[config.mk]
export PLATFORM = sky130hd
export DESIGN_NAME = fetch_ctrl
export DESIGN_NICKNAME = d
export VERILOG_FILES = /design/src/rtl/fetch_ctrl.sv
export SDC_FILE = /design/constraint.sdc
export NUM_CORES = 1
export LEC_CHECK = 0
export ABC_CLOCK_PERIOD_IN_PS = 1700
export CAP_MARGIN = 20
export CORE_ASPECT_RATIO = 0.6
export CORE_MARGIN = 5
export CORE_UTILIZATION = 34
export DETAILED_ROUTE_END_ITERATION = 8
export PLACE_DENSITY = 0.78
export SLEW_MARGIN = 20
export SYNTH_ARGS = -nofsm -noshare
export SYNTH_HDL_FRONTEND = slang
export SYNTH_SLANG_ARGS = --single-unit
[constraint.sdc]
create_clock -name clk -period 1.7 [get_ports clk]
set_input_delay 0.425 -clock clk [delete_from_list [all_inputs] [get_ports clk]]
set_output_delay 0.425 -clock clk [all_outputs]
set_load 0.05 [all_outputs]
[src/rtl/fetch_ctrl.sv]
// fetch_ctrl
// Sequences the PC register and the instruction-memory port of the
// single-cycle RV32I core: request at pc_in, wait for the response, hold the
// word for decode, then pulse pc_load with sequential/branch select.
// ECALL/EBREAK retirement and response timeouts stop the controller until arst.
//
// Ports
//   clk, arst                      clock (rising edge), async active-low reset
//   en                             run enable (sampled in IDLE and at HOLD exit)
//   pc_in                          current PC from the PC register
//   imem_req_valid/addr/ready      fetch request channel
//   imem_rsp_valid/data            fetch response (valid only)
//   instr_valid/instr/instr_ready  held instruction to decode
//   branch_taken                   branch resolution, used with instr handshake
//   pc_load, pc_src                PC update strobe, 0 = PC+4, 1 = PC+ImmExt
//   halt, fault                    sticky stop flags
//
// state | meaning
// ------+-------------------------------------------------------
// IDLE  | stopped, waiting for en
// REQ   | request valid at pc_in until the memory accepts it
// WAIT  | request accepted, counting cycles until the response
// HOLD  | instruction held for decode until instr_ready
// HALT  | ECALL/EBREAK retired, stopped until reset
// FAULT | response timeout, stopped until reset
module fetch_ctrl #(
    parameter int TIMEOUT_W   = 8,
    parameter int TIMEOUT_MAX = 255
) (
    input  logic        clk,
    input  logic        arst,
    input  logic        en,
    input  logic [31:0] pc_in,
    output logic        imem_req_valid,
    output logic [31:0] imem_req_addr,
    input  logic        imem_req_ready,
    input  logic        imem_rsp_valid,
    input  logic [31:0] imem_rsp_data,
    output logic        instr_valid,
    output logic [31:0] instr,
    input  logic        instr_ready,
    input  logic        branch_taken,
    output logic        pc_load,
    output logic        pc_src,
    output logic        halt,
    output logic        fault
);

    typedef enum logic [2:0] {
        S_IDLE,
        S_REQ,
        S_WAIT,
        S_HOLD,
        S_HALT,
        S_FAULT
    } state_t;

    // The counter holds the number of WAIT cycles already spent without a
    // response, so the fault fires at the end of WAIT cycle TIMEOUT_MAX.
    localparam logic [TIMEOUT_W-1:0] CNT_LAST = TIMEOUT_W'(TIMEOUT_MAX - 1);

    state_t               state_q, state_d;
    logic [TIMEOUT_W-1:0] cnt_q, cnt_d;
    logic [31:0]          instr_q, instr_d;
    logic                 is_system;

    // ECALL / EBREAK: SYSTEM opcode, funct3 0, rd = rs1 = 0, imm 0 or 1.
    // Bit 20 (imm[0]) is the only don't-care bit.
    assign is_system = ({instr_q[31:21], instr_q[19:0]} == {11'd0, 20'h00073});

    always_ff @(posedge clk or negedge arst) begin
        if (!arst) begin
            state_q <= S_IDLE;
            cnt_q   <= '0;
            instr_q <= '0;
        end else begin
            state_q <= state_d;
            cnt_q   <= cnt_d;
            instr_q <= instr_d;
        end
    end

    always_comb begin
        state_d        = state_q;
        cnt_d          = cnt_q;
        instr_d        = instr_q;
        imem_req_valid = 1'b0;
        imem_req_addr  = '0;
        instr_valid    = 1'b0;
        instr          = '0;
        pc_load        = 1'b0;
        pc_src         = 1'b0;
        halt           = 1'b0;
        fault          = 1'b0;

        case (state_q)
            S_IDLE: begin
                if (en) state_d = S_REQ;
            end
            S_REQ: begin
                // en is not looked at here: a raised request is never withdrawn.
                imem_req_valid = 1'b1;
                imem_req_addr  = pc_in;
                if (imem_req_ready) begin
                    cnt_d   = '0;
                    state_d = S_WAIT;
                end
            end
            S_WAIT: begin
                if (imem_rsp_valid) begin
                    instr_d = imem_rsp_data;
                    state_d = S_HOLD;
                end else if (cnt_q == CNT_LAST) begin
                    state_d = S_FAULT;
                end else begin
                    cnt_d = cnt_q + TIMEOUT_W'(1);
                end
            end
            S_HOLD: begin
                instr_valid = 1'b1;
                instr       = instr_q;
                if (instr_ready) begin
                    if (is_system) begin
                        // PC is left pointing at the system instruction.
                        state_d = S_HALT;
                    end else begin
                        pc_load = 1'b1;
                        pc_src  = branch_taken;
                        state_d = en ? S_REQ : S_IDLE;
                    end
                end
            end
            S_HALT: begin
                halt = 1'b1;
            end
            S_FAULT: begin
                fault = 1'b1;
            end
            default: begin
                state_d = S_IDLE;
            end
        endcase
    end

endmodule

### Word level (Yosys, flattened, before mapping)

Cells that the tools add are included.

| word-level totals | value |
|---|---|
| flip-flop bits (word level) | 43 |
| input bits | 71 |
| logic and storage cells | 48 |

| cells by class | value |
|---|---|
| multiplexer cells | 24 |
| reductions and logical operators | 6 |
| bitwise logic cells | 1 |
| equal/unequal tests | 13 |
| add/sub/neg operators | 1 |

Operators by type and width:

| operator | count |
|---|---|
| 32-bit 2-to-1 mux | 2 |
| 31-bit by 7-bit == test with 1-bit output, second input constant | 1 |
| 8-bit 2-to-1 mux | 3 |
| 3-bit 2-to-1 mux | 6 |
| 8-bit one-hot mux with 2 select lines | 1 |
| 3-bit one-hot mux with 5 select lines | 1 |
| 1-bit 2-to-1 mux | 11 |
| 2-bit != test, second input constant | 5 |
| 8-bit by 1-bit adder with 8-bit output, second input constant | 1 |
| 8-bit == test, second input constant | 1 |
| 3-bit by 2-bit == test with 1-bit output, second input constant | 2 |
| 3-bit == test, second input constant | 2 |
| 5-bit AND reduction | 1 |
| 4-bit AND reduction | 1 |
| 3-bit by 1-bit == test with 1-bit output, second input constant | 1 |
| 3-bit zero test | 1 |
| 3-bit != test, second input constant | 1 |
| 2-bit AND reduction | 1 |
| 2-bit nonzero test | 1 |
| 2-bit OR reduction | 1 |
| 1-bit inverter | 1 |

### Depth between registers and ports, before layout

Gate-level depths: netlist of the first run.

| depth | value |
|---|---|
| word-level depth | 4 |
| depth in mapped cells | 7 |

### Worst setup path before layout of the first run

No wires, ideal clock.

| timing path | value |
|---|---|
| path type | register -> output |
| from | register state_q[2] |
| to | output port pc_src |
| arrival time | 2.116 ns |
| stages on the path, launching flop included | 5 |
| required time | 1.275 ns |
| slack | -0.841 ns |
| path through | dfrtp_1 and3b_1 clkbuf_1 nand2_1 nor3b_1 |

| on the way | value |
|---|---|
| longest elaborated chain between the ends | 2 |

RTL lines:

| what | RTL line | text |
|---|---|---|
| start: declaration | 62 | `state_t state_q, state_d;` |
| start signal: assignment | 77 | `state_q <= state_d;` |
| 3-bit by 2-bit == test with 1-bit output | 96 | `case (state_q)` |
| 1-bit 2-to-1 mux | 96 |  |
| end: declaration | 44 | `output logic pc_src,` |

No other way between the ends.

### Worst setup path after layout of the first run

| timing path | value |
|---|---|
| from | register instr_q[21] |
| to | output port pc_load |

| on the way | value |
|---|---|
| longest elaborated chain between the ends | 4 |

RTL lines:

| what | RTL line | text |
|---|---|---|
| start: declaration | 64 | `logic [31:0] instr_q, instr_d;` |
| start signal: assignment | 79 | `instr_q <= instr_d;` |
| 31-bit by 7-bit == test with 1-bit output | 69 | `assign is_system = ({instr_q[31:21], instr_q[19:0]} == {11'd0, 20'h00073});` |
| 1-bit 2-to-1 mux | 123 | `if (is_system) begin` |
| 1-bit 2-to-1 mux | 122 | `if (instr_ready) begin` |
| 1-bit 2-to-1 mux | 96 |  |
| end: declaration | 43 | `output logic pc_load,` |

No other way between the ends.

==> qor.csv, run 1 <==
metric,value,unit
RSZ-0062 raised after global routing,yes,
P per Cell Area,1990,nW/um^2
clock root cell,clkbuf_16,
Yosys warnings,0,
Syn Nets,301,
Final ANT Viol Nets,0,
Synth Flop Type,dfrtp_1,
GR Overflow Total,0,
Setup WS post-layout,-0.637,ns
mux cell area share after synthesis,15.7,%
setup TNS,-38.97,ns
run status,"finished, violations left",
CTS tree,built,
placed wire-length estimate,6850,um
# port buffers,140,
starting density of the core,35.3,%
Die Footprint,8780,sq um
initial antenna violation count,1,
R2R cell count,7,
Peak VDD IR,1.53,mV
global-route wire length before repair,19800,um
"most common cell after layout, fill and taps aside",buf_12,
syn_area_per_cell,10.4,sq um
core box area,6710,sq um
critical-path maximum fanout,3,
Syn Std Cell Area,2360,sq um
WP data arrival,1.91,ns
"Slew Viols, Final",0,
xor/xnor cell area share of the yosys netlist,0,%
Worst-Margin Slew,0.396,ns
CTS Buf Count,5,
vias per inst,5.48,
failing checks,setup timing,
Final Core Density,89.8,%
Wirelength per Cell,26.3,um
largest net degree at the start of global routing,36,
Routed WL,13900,um
most frequent cells in the layout,"buf_12, clkdlybuf4s50_1, and2_4",
Leak,2.64,nW
via count,2900,
final hold slack,0.531,ns
P&R area growth vs syn,155,%
post-synthesis sequential area ratio,45.5,%
vias in the first global route,3286,
placed insts,480,
CP max stage cell,dfrtp_1,
Tcrit/Tclk final,137,%
fin cells,529,
1st-iter DRT viols,178,
clock skew,0.00471,ns
# DRC,0,
Post-synth ARST share,100,%
maxcap violations,0,
Final min period,2.34,ns
Fin. Hold Viols,0,
area of the multi-input gates,1700,sq um
Sink Count,43,
clock edge transition at the registers on the reported setup and hold paths,0.06,ns
number of synthesized flops with an enable pin,0,
post-synthesis adder-cell area fraction,1.06,%
Clock Path Buffers,2,
crit-path cells,"nor4_1, nand4_1, nor4_4, buf_4, nor2_2, buf_12",
post-synthesis cell type count,32,
startpoint types,flop,
Syn Inst Count,228,
critical path capture point type,output port,
post-layout total power,0.0120,W
normalized max-slew margin,73.5,%
"Req. time, crit path",1.27,ns
Ant. Diodes,0,
Die W,118,um
critical path class,flop to output port,
fill count,239,
fraction of layout cells with a size suffix above 1,66.1,%
Min-Delay Path Class,input port to asynchronous set/reset pin,
peak per-stage delay on the critical path,0.40,ns
worst skew pair latency,0.29,ns
Sequential cell area,1080,sq um
Die Ht,74.6,um
# IOs,141,
row count,23,
Initial DRT Pass Iterations,4,
final estimated routing congestion in global placement,0.874,
Clock H-tree levels,2,
r2r setup slk,-0.37,ns
FF-to-FF End,cnt_q[7],
GRT Total Usage,30.0,%
Yosys reg bits,43,
simple-gate share of the synthesized area,28.5,%
largest family of logic cells by synthesized area,simple AND/OR/NAND/NOR gates,
Compound-Gate Fraction of Synth Area,6.35,%
Layout Nets,514,
achievable frequency,428,MHz
Setup Viol. Count Final,112,
FF-to-FF Start,state_q[2],
state kept, by name (all words and copies together), names as in the netlist:
signal,count
cnt_q,8
instr_q,32
state_q,3
worst max-delay path by stage:
| stage | depth (start not counted) | startpoint | slack (ns) | end |
|---|---|---|---|---|
| floorplan | 4 | state_q[2] | -0.11 | pc_src |
| global placement | 5 | imem_rsp_valid | -0.34 | cnt_q[5] |
| detailed placement | 5 | imem_rsp_valid | -0.43 | cnt_q[5] |
| CTS | 6 | instr_q[30] | -0.56 | pc_src |
| global route | 6 | instr_q[18] | -0.70 | pc_load |
| finish | 6 | instr_q[21] | -0.64 | pc_load |
report_power, final:
group	leakage [nW]	internal [W]	switching, W
sequential	0.525	0.00147	0.000426
clock	0.0669	0.000544	0.000435
combinational	2.05	0.00494	0.00418
total	2.64	0.00695	0.00504
worst max-delay path, delay by kind of cell (launching register included):
| kind | cells | cell delay, ns |
|---|---|---|
| buffers and inverters | 2 | 0.34 |
| DFF | 1 | 0.40 |
| and+or+nand+nor | 4 | 0.88 |
cell usage after synthesis (all sizes together) (3+ instances only):
cell	n	area, sq um
o21a	3	22.5
nor4	7	43.8
and2	67	419
clkbuf	8	30.0
dfrtp	43	1080
o21ai	6	33.8
nand3	5	25.0
mux2	33	372
nor2	7	26.3
nand2	11	41.3
buf	5	31.3
a21oi	9	45.0
per-stage QoR:
step	setup WS, ns	instance area (sq um)
after CTS	-0.559	5890
final	-0.637	6020
after floorplan	-0.110	2540
after global routing	-0.698	6020
after global placement	-0.342	5000
after detailed placement	-0.427	5000
kinds of logic after synthesis:
logic type | after synthesis
simple gates | 111
flops | 43
mux | 33
compound gates | 24
buf+inv | 15
fa+ha+maj | 2
per-layer routing:
layer	track usage, %	share of wire, %	routed length [um]
met2	54.8	50	6930
met5	0	0.14	19
met1	31.5	36	5020
met3	12.8	10	1400
met4	11.5	3.8	525
final cells by class:
class / count / share of cell area (%)
tap: 87 / 1.81
inverter: 2 / 0.125
clock inverter: 2 / 0.208
clock buffer: 6 / 2.14
multi-input combinational: 170 / 28.3
timing repair buffer: 219 / 49.5
sequential: 43 / 17.9
what timing repair did:
item	CTS	global route
endpoints found under the setup margin	108	112
cloned	8	3
pin swaps	36	23
buffers inserted	23	16
hold buffers	1	0
gates resized for setup	103	39
endpoints found under the hold margin	4	0
Note: power is estimated with default switching activity, not from simulation.
==> run 2: changes to the inputs <==
--- a/config.mk
+++ b/config.mk
@@ -11,7 +11,7 @@
 export CORE_MARGIN = 5
 export CORE_UTILIZATION = 34
 export DETAILED_ROUTE_END_ITERATION = 8
-export PLACE_DENSITY = 0.78
+export PLACE_DENSITY = 0.77
 export SLEW_MARGIN = 20
 export SYNTH_ARGS = -nofsm -noshare
 export SYNTH_HDL_FRONTEND = slang
==> qor.csv, run 2 (same netlist as run 1, synthesis figures left out) <==
metric,value,unit,change
run status,"finished, violations left",,
failing checks,setup timing,,
critical path capture point type,output port,,
"Req. time, crit path",1.27,ns,about the same
Peak VDD IR,1.59,mV,+3.6%
Clock H-tree levels,2,,unchanged
"most common cell after layout, fill and taps aside",buf_12,,
r2r setup slk,-0.35,ns,+0.02 ns
maxcap violations,0,,unchanged
Setup Viol. Count Final,113,,+0.89%
FF-to-FF Start,state_q[0],,
# port buffers,140,,unchanged
max reg flops,32,,unchanged
via count,2848,,-1.8%
starting density of the core,35.3,%,unchanged
Top reg by flops,instr_q,,
core box area,6710,sq um,unchanged
vias per inst,5.38,,-1.8%
CTS Buf Count,5,,unchanged
vias in the first global route,3102,,-5.6%
CTS tree,built,,
Initial DRT Pass Iterations,4,,unchanged
DP Area,5030,sq um,+0.60%
P&R area growth vs syn,156,%,
R2R cell count,8,,+1
"Slew Viols, Final",0,,unchanged
Setup WS post-layout,-0.639,ns,-0.00203 ns
Fin. Hold Viols,0,,unchanged
1st-iter DRT viols,168,,-5.6%
GR Overflow Total,0,,unchanged
Final ANT Viol Nets,0,,unchanged
GRT Total Usage,27.5,%,-2.5 points
# IOs,141,,unchanged
critical-path maximum fanout,3,,unchanged
Leak,2.66,nW,+0.65%
fraction of layout cells with a size suffix above 1,65.2,%,-0.90 points
Die Ht,74.6,um,unchanged
placed wire-length estimate,6780,um,-1.0%
Final min period,2.34,ns,+0.00203 ns
Wirelength per Cell,26.4,um,+0.58%
WP data arrival,1.91,ns,about the same
global-route wire length before repair,18300,um,-7.8%
final estimated routing congestion in global placement,0.806,,-7.8%
Layout Nets,514,,unchanged
Ant. Diodes,0,,unchanged
clock skew,0.00994,ns,+0.00522 ns
Min-Delay Path Class,input port to asynchronous set/reset pin,,
pre-CTS worst setup slack,-0.396,ns,+0.0315 ns
critical path class,flop to output port,,
RSZ-0062 raised after global routing,yes,,
Worst-Margin Slew,0.512,ns,+0.116 ns
largest net degree at the start of global routing,27,,-25%
FF-to-FF End,cnt_q[3],,
biggest regs,"instr_q: 32 flops, cnt_q: 8 flops, state_q: 3 flops",,
Final Instance Area,6040,sq um,+0.35%
clock root cell,clkbuf_16,,
most frequent cells in the layout,"buf_12, clkdlybuf4s50_1, and2_4",,
Routed WL,14000,um,+0.58%
hold buffer count at cts,0,,-1
row count,23,,unchanged
clock edge transition at the registers on the reported setup and hold paths,0.07,ns,about the same
achievable frequency,428,MHz,about the same
worst skew pair latency,0.30,ns,about the same
startpoint types,flop,,
P per Cell Area,2030,nW/um^2,+1.9%
normalized max-slew margin,65.5,%,-8.0 points
Die W,118,um,unchanged
Sink Count,43,,unchanged
Die Footprint,8780,sq um,unchanged
initial antenna violation count,0,,-1
Clock Path Buffers,2,,unchanged
Tcrit/Tclk final,138,%,about the same
# DRC,0,,unchanged
[run 2: cell types whose count changed in the layout (fill, tap and decap cells not counted), sizes merged]
| cell | change |
|---|---|
| clkbuf | +1 |
| dlygate4sd3 | -1 |
| dlygate4sd2 | -1 |
| clkdlybuf4s50 | +1 |
[run 2: cell type report]
cell class                 count  area, sq um
clock buffer                   6          129
clock inverter                 2         12.5
fill                         251          663
inverter                       2         7.51
multi-input combinational    170         1690
sequential                    43         1080
tap                           87          109
timing repair buffer         219         3020
[run 2: per-stage QoR]
stage                     setup TNS, ns  hold WS (ns)  std cells  util (%)  total power, W
final                            -38.39        0.0823        529      90.1          0.0123
after global routing             -40.03         0.122        529      90.1          0.0126
after CTS                        -24.39         0.103        518      86.6          0.0113
after detailed placement         -10.11         0.402        484      75.0         0.00871
after global placement            -7.65         0.396        484      75.0         0.00858
after floorplan                   -4.90         0.129        228         -         0.00518
[run 2: critical path, stage by stage (launching register included)]
cell and delay [ns]:
dfrtp_1 0.41, nor4_4 0.33, nand4_1 0.23, nor4_4 0.36
nor3b_4 0.11, buf_12 0.17
[run 2: how the worst max path moves through the flow]
stage | depth (start not counted) | start | end
after global routing | 5 | instr_q[18] | pc_src
after floorplan | 4 | state_q[2] | pc_src
after detailed placement | 5 | imem_rsp_valid | cnt_q[5]
after global placement | 5 | imem_rsp_valid | cnt_q[5]
after CTS | 5 | instr_q[30] | pc_load
final | 5 | instr_q[30] | pc_src
[run 2: layer usage]
metal	share of wire [%]	GRT usage [%]
met5	0	0
met4	3.1	8.78
met3	9.0	9.19
met2	51	49.7
met1	37	31.4
[run 2: timing repair]
item | in CTS | in global routing
pin swaps | 39 | 8
setup endpoints to repair | 108 | 98
hold endpoints to repair | 0 | 0
setup buffers | 19 | 19
resized for setup | 82 | 60
gates cloned | 7 | 3
[run 2: power by group]
part | switching [W] | internal, W | total [W] | leakage [nW]
clock network | 0.000441 | 0.000544 | 0.000985 | 0.0669
registers | 0.000413 | 0.00147 | 0.00188 | 0.527
logic | 0.00429 | 0.00511 | 0.00940 | 2.07
